`src/rtl/ps2_key_decoder.sv`:
```
// PS/2 keyboard receiver: synchronises the raw pins, deserialises 11-bit frames
// and folds make/break (E0/F0 prefixed) scan codes into a five-key pressed mask.
`timescale 1ns/1ps
module ps2_key_decoder #(
  parameter int TIMEOUT     = 25000,
  parameter int SYNC_STAGES = 2
) (
  input  logic       clk,
  input  logic       rst,
  input  logic       ps2_clk,
  input  logic       ps2_data,
  input  logic       clr,
  output logic [4:0] keydown,
  output logic [7:0] scan_code,
  output logic       code_valid,
  output logic       frame_err
);

  localparam int TW = $clog2(TIMEOUT);

  typedef enum logic [1:0] {IDLE, DATA, PARITY, STOP} state_t;

  logic [SYNC_STAGES-1:0] clk_sync_q, data_sync_q;
  logic                   clk_prev_q;
  logic                   clk_s, data_s, fall;

  state_t        state_q, state_d;
  logic [2:0]    bit_cnt_q, bit_cnt_d;
  logic [7:0]    shift_q, shift_d;
  logic          par_ok_q, par_ok_d;
  logic [TW-1:0] tmo_q, tmo_d;
  logic          ext_q, ext_d;
  logic          brk_q, brk_d;
  logic [4:0]    keydown_q, keydown_d;
  logic [7:0]    scan_code_q, scan_code_d;
  logic          code_valid_q, code_valid_d;
  logic          frame_err_q, frame_err_d;
  logic          byte_done;
  logic [4:0]    key_bit;

  assign clk_s  = clk_sync_q[SYNC_STAGES-1];
  assign data_s = data_sync_q[SYNC_STAGES-1];
  assign fall   = clk_prev_q & ~clk_s;

  always_ff @(posedge clk or negedge rst) begin
    if (!rst) begin
      clk_sync_q  <= '0;
      data_sync_q <= '0;
      clk_prev_q  <= 1'b0;
    end else begin
      clk_sync_q  <= {clk_sync_q[SYNC_STAGES-2:0], ps2_clk};
      data_sync_q <= {data_sync_q[SYNC_STAGES-2:0], ps2_data};
      clk_prev_q  <= clk_s;
    end
  end

  // WASD and the arrow keys deliberately map onto the same bits.
  function automatic logic [4:0] key_lookup(input logic ext, input logic [7:0] code);
    case ({ext, code})
      9'h01D, 9'h175: key_lookup = 5'b10000;
      9'h01B, 9'h172: key_lookup = 5'b01000;
      9'h01C, 9'h16B: key_lookup = 5'b00100;
      9'h023, 9'h174: key_lookup = 5'b00010;
      9'h029:         key_lookup = 5'b00001;
      default:        key_lookup = 5'b00000;
    endcase
  endfunction

  always_comb begin
    state_d      = state_q;
    bit_cnt_d    = bit_cnt_q;
    shift_d      = shift_q;
    par_ok_d     = par_ok_q;
    tmo_d        = (state_q == IDLE || fall) ? '0 : tmo_q + TW'(1);
    ext_d        = ext_q;
    brk_d        = brk_q;
    keydown_d    = keydown_q;
    scan_code_d  = scan_code_q;
    code_valid_d = 1'b0;
    frame_err_d  = 1'b0;
    byte_done    = 1'b0;
    key_bit      = key_lookup(ext_q, shift_q);

    case (state_q)
      IDLE: if (fall) begin
        if (!data_s) begin
          state_d   = DATA;
          bit_cnt_d = 3'd0;
        end else begin
          frame_err_d = 1'b1;
        end
      end
      DATA: if (fall) begin
        shift_d   = {data_s, shift_q[7:1]};
        bit_cnt_d = bit_cnt_q + 3'd1;
        if (bit_cnt_q == 3'd7) state_d = PARITY;
      end
      PARITY: if (fall) begin
        par_ok_d = ^{shift_q, data_s};
        state_d  = STOP;
      end
      STOP: if (fall) begin
        state_d = IDLE;
        if (data_s && par_ok_q) begin
          scan_code_d  = shift_q;
          code_valid_d = 1'b1;
          byte_done    = 1'b1;
        end else begin
          frame_err_d = 1'b1;
        end
      end
      default: state_d = IDLE;
    endcase

    // A stalled frame is abandoned, but a pending E0/F0 prefix survives it.
    if (state_q != IDLE && !fall && tmo_q == TW'(TIMEOUT - 1)) begin
      frame_err_d = 1'b1;
      state_d     = IDLE;
      shift_d     = '0;
      bit_cnt_d   = 3'd0;
      tmo_d       = '0;
    end

    if (clr) begin
      keydown_d = 5'b00000;
      ext_d     = 1'b0;
      brk_d     = 1'b0;
    end else if (byte_done) begin
      if (shift_q == 8'hE0) begin
        ext_d = 1'b1;
      end else if (shift_q == 8'hF0) begin
        brk_d = 1'b1;
      end else begin
        keydown_d = brk_q ? (keydown_q & ~key_bit) : (keydown_q | key_bit);
        ext_d     = 1'b0;
        brk_d     = 1'b0;
      end
    end
  end

  always_ff @(posedge clk or negedge rst) begin
    if (!rst) begin
      state_q      <= IDLE;
      bit_cnt_q    <= 3'd0;
      shift_q      <= 8'h00;
      par_ok_q     <= 1'b0;
      tmo_q        <= '0;
      ext_q        <= 1'b0;
      brk_q        <= 1'b0;
      keydown_q    <= 5'b00000;
      scan_code_q  <= 8'h00;
      code_valid_q <= 1'b0;
      frame_err_q  <= 1'b0;
    end else begin
      state_q      <= state_d;
      bit_cnt_q    <= bit_cnt_d;
      shift_q      <= shift_d;
      par_ok_q     <= par_ok_d;
      tmo_q        <= tmo_d;
      ext_q        <= ext_d;
      brk_q        <= brk_d;
      keydown_q    <= keydown_d;
      scan_code_q  <= scan_code_d;
      code_valid_q <= code_valid_d;
      frame_err_q  <= frame_err_d;
    end
  end

  assign keydown    = keydown_q;
  assign scan_code  = scan_code_q;
  assign code_valid = code_valid_q;
  assign frame_err  = frame_err_q;

endmodule

```
`config.mk`:
```
export PLATFORM = sky130hd
export DESIGN_NAME = ps2_key_decoder
export DESIGN_NICKNAME = d
export VERILOG_FILES = /design/src/rtl/ps2_key_decoder.sv
export SDC_FILE = /design/constraint.sdc
export NUM_CORES = 1
export LEC_CHECK = 0
export BUFFER_PORTS_ARGS = -buffer_cell sky130_fd_sc_hd__buf_4
export CORE_ASPECT_RATIO = 1.75
export CORE_MARGIN = 3
export CORE_UTILIZATION = 30
export DETAILED_ROUTE_END_ITERATION = 10
export HOLD_SLACK_MARGIN = 0.06
export PLACE_DENSITY_LB_ADDON = 0.08
export SETUP_SLACK_MARGIN = 0.2
export SLEW_MARGIN = 0
export SYNTH_ARGS = -nofsm -noshare
export SYNTH_HDL_FRONTEND = slang
export SYNTH_SLANG_ARGS = --single-unit
```
`constraint.sdc`:
```
create_clock -name clk -period 1.9 [get_ports clk]
set_input_delay 0.095 -clock clk [delete_from_list [all_inputs] [get_ports clk]]
set_output_delay 0.095 -clock clk [all_outputs]
set_load 0.02 [all_outputs]
```
-- After elaboration in Yosys (flattened, before gate mapping)
Index checks and enable logic that the tools add are counted.
- register bits: 51
- bits in latches: 0
- memory bits (writable): 0
- bits in read-only memories: 0
- bits of input ports: 5
- logic and storage cells: 111
- memories: 0
- add/subtract/negate cells: 2
- multipliers: 0
- div/mod/pow operators: 0
- magnitude comparators: 0
- eq/ne operators: 25
- shift-type cells: 0
- multiplexer cells: 41
- bitwise operators: 5
- reduce and logical (&&, ||, !) cells: 24
- operator list (kind ; count):
    $eq A9 B9 Y1 const B ; 4
    $mux W15 ; 2
    $eq A9 B5 Y1 const B ; 3
    $mux W5 ; 5
    $pmux W5 S5 ; 1
    $mux W8 ; 3
    $eq A9 B6 Y1 const B ; 2
    $eq A8 B8 Y1 const B ; 2
    $mux W1 ; 16
    $add A15 B1 Y15 const B ; 1
    $eq A15 B15 Y1 const B ; 1
    $ne A3 B3 Y1 const B ; 5
    $mux W2 ; 7
    $mux W3 ; 4
    $reduce_xor A9 Y1 ; 1
    $pmux W2 S4 ; 1
    $reduce_and A2 Y1 ; 4
    $reduce_bool A2 Y1 ; 4
    $reduce_or A2 Y1 ; 4
    $ne A3 B2 Y1 const B ; 2
    $pmux W3 S2 ; 1
    $reduce_and A3 Y1 ; 2
    $reduce_and A6 Y1 ; 1
    $and A5 B5 Y5 ; 1
    other kinds (16) ; 20

-- Logic depth before layout (Yosys ltp)
- depth in word-level cells: 10
- mapped depth: 7
- gate-level depth less buffers: 7

-- Least setup slack after synthesis
OpenSTA, ideal clock, no wires.
- path type: register -> register
- start: register state_q[0]
- end: register scan_code_q[4], in the netlist scan_code[4]
- arrival: 1.568 ns
- slack: 0.204 ns
- stages on the path, launching flop included: 6
- cells stage by stage: dfrtp_1 -> ha_1 -> nand3_1 -> or2_1 -> buf_1 -> mux2_1
- cells in the longest elaborated chain, start to end: 2
- RTL lines (item ; line ; source):
    start: declaration ; 27 ; state_t state_q, state_d;
    start signal: assignment ; 155 ; state_q <= state_d;
    $eq A2 B2 Y1 ; 84 ; case (state_q)
    $reduce_and A3 Y1 (no source line) ; n/a ;
    end signal: assignment ; 163 ; scan_code_q <= scan_code_d;
    end: declaration ; 35 ; logic [7:0] scan_code_q, scan_code_d;
No other way between the ends.
A chain may end at the register's enable or synchronous reset.

-- Worst setup path after layout
- start: register shift_q[7]
- end: register keydown_q[4], in the netlist keydown[4]
- cells in the longest elaborated chain, start to end: 10
- elaborated cells between the ends (all ways): 27
- those cells by class: 13 x eq/ne; 6 x mux; 3 x bitwise; 5 x reduce/logical
- RTL lines (item ; line ; source):
    start: declaration ; 29 ; logic [7:0] shift_q, shift_d;
    start signal: assignment ; 157 ; shift_q <= shift_d;
    $eq A9 B6 Y1, or another cell as far along ; 59 ; case ({ext, code})
    $reduce_or A2 Y1 ; 59 ;
    $pmux W5 S5 ; 59 ;
    $not A5 Y5 ; 134 ; keydown_d = brk_q ? (keydown_q & ~key_bit) : (keydown_q | key_bit);
    $and A5 B5 Y5 ; 134 ;
    $mux W5 ; 134 ;
    $mux W5 ; 131 ; end else if (shift_q == 8'hF0) begin
    $mux W5 ; 129 ; if (shift_q == 8'hE0) begin
    $mux W5 ; 128 ; end else if (byte_done) begin
    $mux W5 ; 124 ; if (clr) begin
    end signal: assignment ; 162 ; keydown_q <= keydown_d;
    end: declaration ; 34 ; logic [4:0] keydown_q, keydown_d;
Parallel ways exist; a longest one is shown, timed or not. The select of a mux whose other input is x is not followed.

==> results.py <==
metrics = {
    "clock_tree": {
        "tritoncts": "built",
        "cts.sink_count": 51,
        "cts-htree-levels": 2,
        "cts_root_buffer": "sky130_fd_sc_hd__clkbuf_16",
        "clk-insertion-delay-late_ns": 0.29,
        "cts.reportedPaths.clkPinSlew_ns": 0.07,
        "cts_inserted_buffers": 5,
        "clk_path_buf_depth": 2,
    },
    "hold_path": {
        "timing.hold.worst.class": "reg -> reg",
    },
    "route": {
        "mean_number_of_vias_per_cell": 4.94,
        "detailedRoute.firstIterationViolations": 76,
        "final_antenna_net_count": 0,
        "postRouteWirelength_um": 6060,
        "detail_route.drc_violations": 0,
        "number_of_iterations_in_the_first_detailed_routing_pass": 4,
        "post_drt_wl_per_cell_um": 15.9,
        "via_count": 1888,
    },
    "cells_and_area": {
        "area_growth_synth_to_finish_pct": 30.3,
        "postLayoutCoreUtil_pct": 40.4,
        "layout.filler_cells": 778,
        "layout-drive-gt1-share_pct": 30.5,
        "nNetsFinal": 304,
        "n_antenna_cell": 0,
    },
    "worst_setup_path": {
        "timing.critical_path.arrival_ns": 1.85,
        "endpoint_kind": "flop",
        "critical_path.max_stage_delay_ns": 0.47,
        "setup.worst_path.start_class": "flop",
        "critical_path_peak_fanout": 7,
        "cp.required_ns": 2.09,
        "critical_path.slowest_cell": "sky130_fd_sc_hd__dfrtp_2",
        "path_class": "reg -> reg",
        "worstPathCellList": "nor3_4, nand3_2, a2111oi_4, mux2i_1, nor2_1",
    },
    "floorplanning": {
        "floorplan.io_pins": 20,
        "rows": 43,
        "floorplan.die.height_um": 126,
        "initial_core_util_pct": 31.0,
        "die_area_um2": 9470,
        "core_area_um2": 8020,
        "floorplan.die.width_um": 74.9,
    },
    "sta": {
        "hold_viol": 0,
        "layout_worst_path_cycle_share_pct": 87.6,
        "post-route-worst-setup-slack_ns": 0.235,
        "timing.hold.ws_ns": 0.350,
        "timing.final.setup_violations": 0,
        "slew-limit-headroom_pct": 55.5,
        "post_route_skew_ns": 0.00579,
        "finalCriticalPeriod_ns": 1.66,
        "highest_attainable_clock_frequency_mhz": 601,
        "grt_setup_unrepaired": "yes",
        "setup_total_negative_slack_ns": 0,
        "tightestPinTransition_ns": 0.668,
        "final-max-slew-violation-count": 0,
    },
    "place": {
        "gp_congestion": 0.848,
        "placement.io_buffers": 19,
        "dp_hpwl_um": 4260,
        "placement.setup.worst_slack_ns": 0.0506,
    },
    "yosys": {
        "largest_cells_by_area_after_synthesis": "sky130_fd_sc_hd__dfrtp_1 (51%), sky130_fd_sc_hd__xnor2_1 (4.9%), sky130_fd_sc_hd__nand2_1 (4.5%)",
        "netlist.area_leader.share_pct": 51.3,
        "synth_enable_flop_cells": 0,
        "yosys.cell_count.top_type": "sky130_fd_sc_hd__dfrtp_1",
        "syn_avg_cell_area_um2": 10.1,
        "seq_area_frac_synth_pct": 51.3,
        "netlist_instances": 246,
        "mappedNetlistNets": 259,
        "synth_ff_type": "sky130_fd_sc_hd__dfrtp_1",
        "ys_async_sr_fraction_pct": 100,
        "yosysWarnings": 0,
        "post_synth_most_frequent_cells": "sky130_fd_sc_hd__dfrtp_1 (51), sky130_fd_sc_hd__nand2_1 (30), sky130_fd_sc_hd__nor2_1 (28)",
        "synthesis.area_um2": 2490,
        "synth_top_area_cell": "sky130_fd_sc_hd__dfrtp_1",
        "ys_seq_elements": 51,
        "synth.distinct_cells": 43,
    },
    "power_and_ir_drop": {
        "leakagePower_nw": 1.41,
        "total_power_w": 0.00350,
        "power_density_of_the_placed_cells_nw_per_um2": 1080,
        "vdd.ir_drop.worst_uv": 669,
    },
    "run": {
        "number_of_max_cap_violations": 0,
    },
    "global_route": {
        "congestion_overflow_gr": 0,
        "via_count_of_the_first_global_routing_pass": 1976,
        "grt_start_max_net_pins": 52,
        "initial_antenna_violation_count": 0,
        "grt_first_pass_wirelength_um": 9660,
        "groute.usage.overall_pct": 13.5,
    },
    "run_status": {
        "run_status": "completed",
    },
}
-- worst max-delay path, delay by kind of cell, from the launching register on --
family	cells	cell delay [ns]
multiplexers	1	0.22
flip-flops	1	0.47
AO/OA/AOI/OAI	1	0.40
AND/OR/NAND/NOR	3	0.46
-- what timing repair did --
item	in CTS	in global routing
buffers inserted	1	11
endpoints found under the hold margin	60	2
endpoints found under the setup margin	6	14
gates resized for setup	12	23
pin swaps	0	11
hold buffers	3	1
-- cells by family after synthesis --
| kind of cell | after synthesis | share of synthesized area, % |
|---|---|---|
| simple gates | 103 | 20.5 |
| flops | 51 | 51.3 |
| compound gates | 30 | 8.19 |
| buf+inv | 22 | 3.87 |
| xor+xnor | 21 | 7.39 |
| mux | 11 | 4.78 |
| fa+ha+maj | 8 | 4.02 |
-- state kept, by name, summed over array words and instances, names as in the netlist --
name	flops
bit_cnt_q	3
brk_q	1
clk_prev_q	1
clk_sync_q	2
code_valid	1
data_sync_q	2
ext_q	1
frame_err	1
keydown	5
par_ok_q	1
scan_code	8
shift_q	8
state_q	2
tmo_q	15
-- worst paths after layout --
kind,startpoint,to,slack [ns],cells past startpoint
worst max-delay path,shift_q[7],keydown[4],0.24,5
worst max register to register,shift_q[7],keydown[4],0.24,5
min in group asynchronous,rst,scan_code[6],0.38,2
max in group asynchronous,rst,shift_q[5],1.04,2
worst min register to register,data_sync_q[0],data_sync_q[1],0.35,0
worst min-delay path,data_sync_q[0],data_sync_q[1],0.35,0
-- placed cells by master (no fill, tap or decap), types with 3 or more instances in the layout --
cell	count
sky130_fd_sc_hd__xor2_1	7
sky130_fd_sc_hd__o21ai_0	6
sky130_fd_sc_hd__inv_1	7
sky130_fd_sc_hd__xnor2_1	14
sky130_fd_sc_hd__dfrtp_2	7
sky130_fd_sc_hd__clkbuf_16	5
sky130_fd_sc_hd__mux2_1	4
sky130_fd_sc_hd__ha_1	6
sky130_fd_sc_hd__dlygate4sd3_1	4
sky130_fd_sc_hd__nor3_1	5
sky130_fd_sc_hd__nand2_1	30
sky130_fd_sc_hd__nand3_1	7
sky130_fd_sc_hd__nor2_1	28
sky130_fd_sc_hd__nand4_1	3
sky130_fd_sc_hd__nand4b_1	3
sky130_fd_sc_hd__and3_1	4
sky130_fd_sc_hd__a21oi_1	9
sky130_fd_sc_hd__dfrtp_1	44
sky130_fd_sc_hd__mux2i_1	4
sky130_fd_sc_hd__buf_4	48
-- layer usage --
metal | part of all wire [%] | wire length, um | vias up | global-route usage (%)
met5 | 0 | 0 | - | 0
met4 | 3.7 | 226 | 0 | 6.50
met3 | 2.1 | 126 | 15 | 2.62
met2 | 57 | 3460 | 22 | 25.1
met1 | 37 | 2250 | 930 | 13.6
li1 | - | - | 921 | -
-- layout make-up --
cell class / instances / area [um2] / share of cell area, %
sequential: 51 / 1280 / 39.6
multi-input combinational: 173 / 1270 / 39.1
timing repair buffer: 52 / 400 / 12.4
clock buffer: 5 / 125 / 3.86
tap: 90 / 113 / 3.47
inverter: 8 / 30.0 / 0.926
clock inverter: 3 / 20.0 / 0.618
-- stage by stage --
stage               cell area, um2  instances
floorplan                     2490        246
global placement              2810        358
detailed placement            2810        358
CTS                           3040        370
global route                  3240        382
finish                        3240        382
-- power breakdown --
| group | switching [W] | internal, W |
|---|---|---|
| Sequential | 0.000224 | 0.00124 |
| Clock | 0.000419 | 0.000486 |
| Combinational | 0.000569 | 0.000558 |
(Power assumes the default switching activity.)
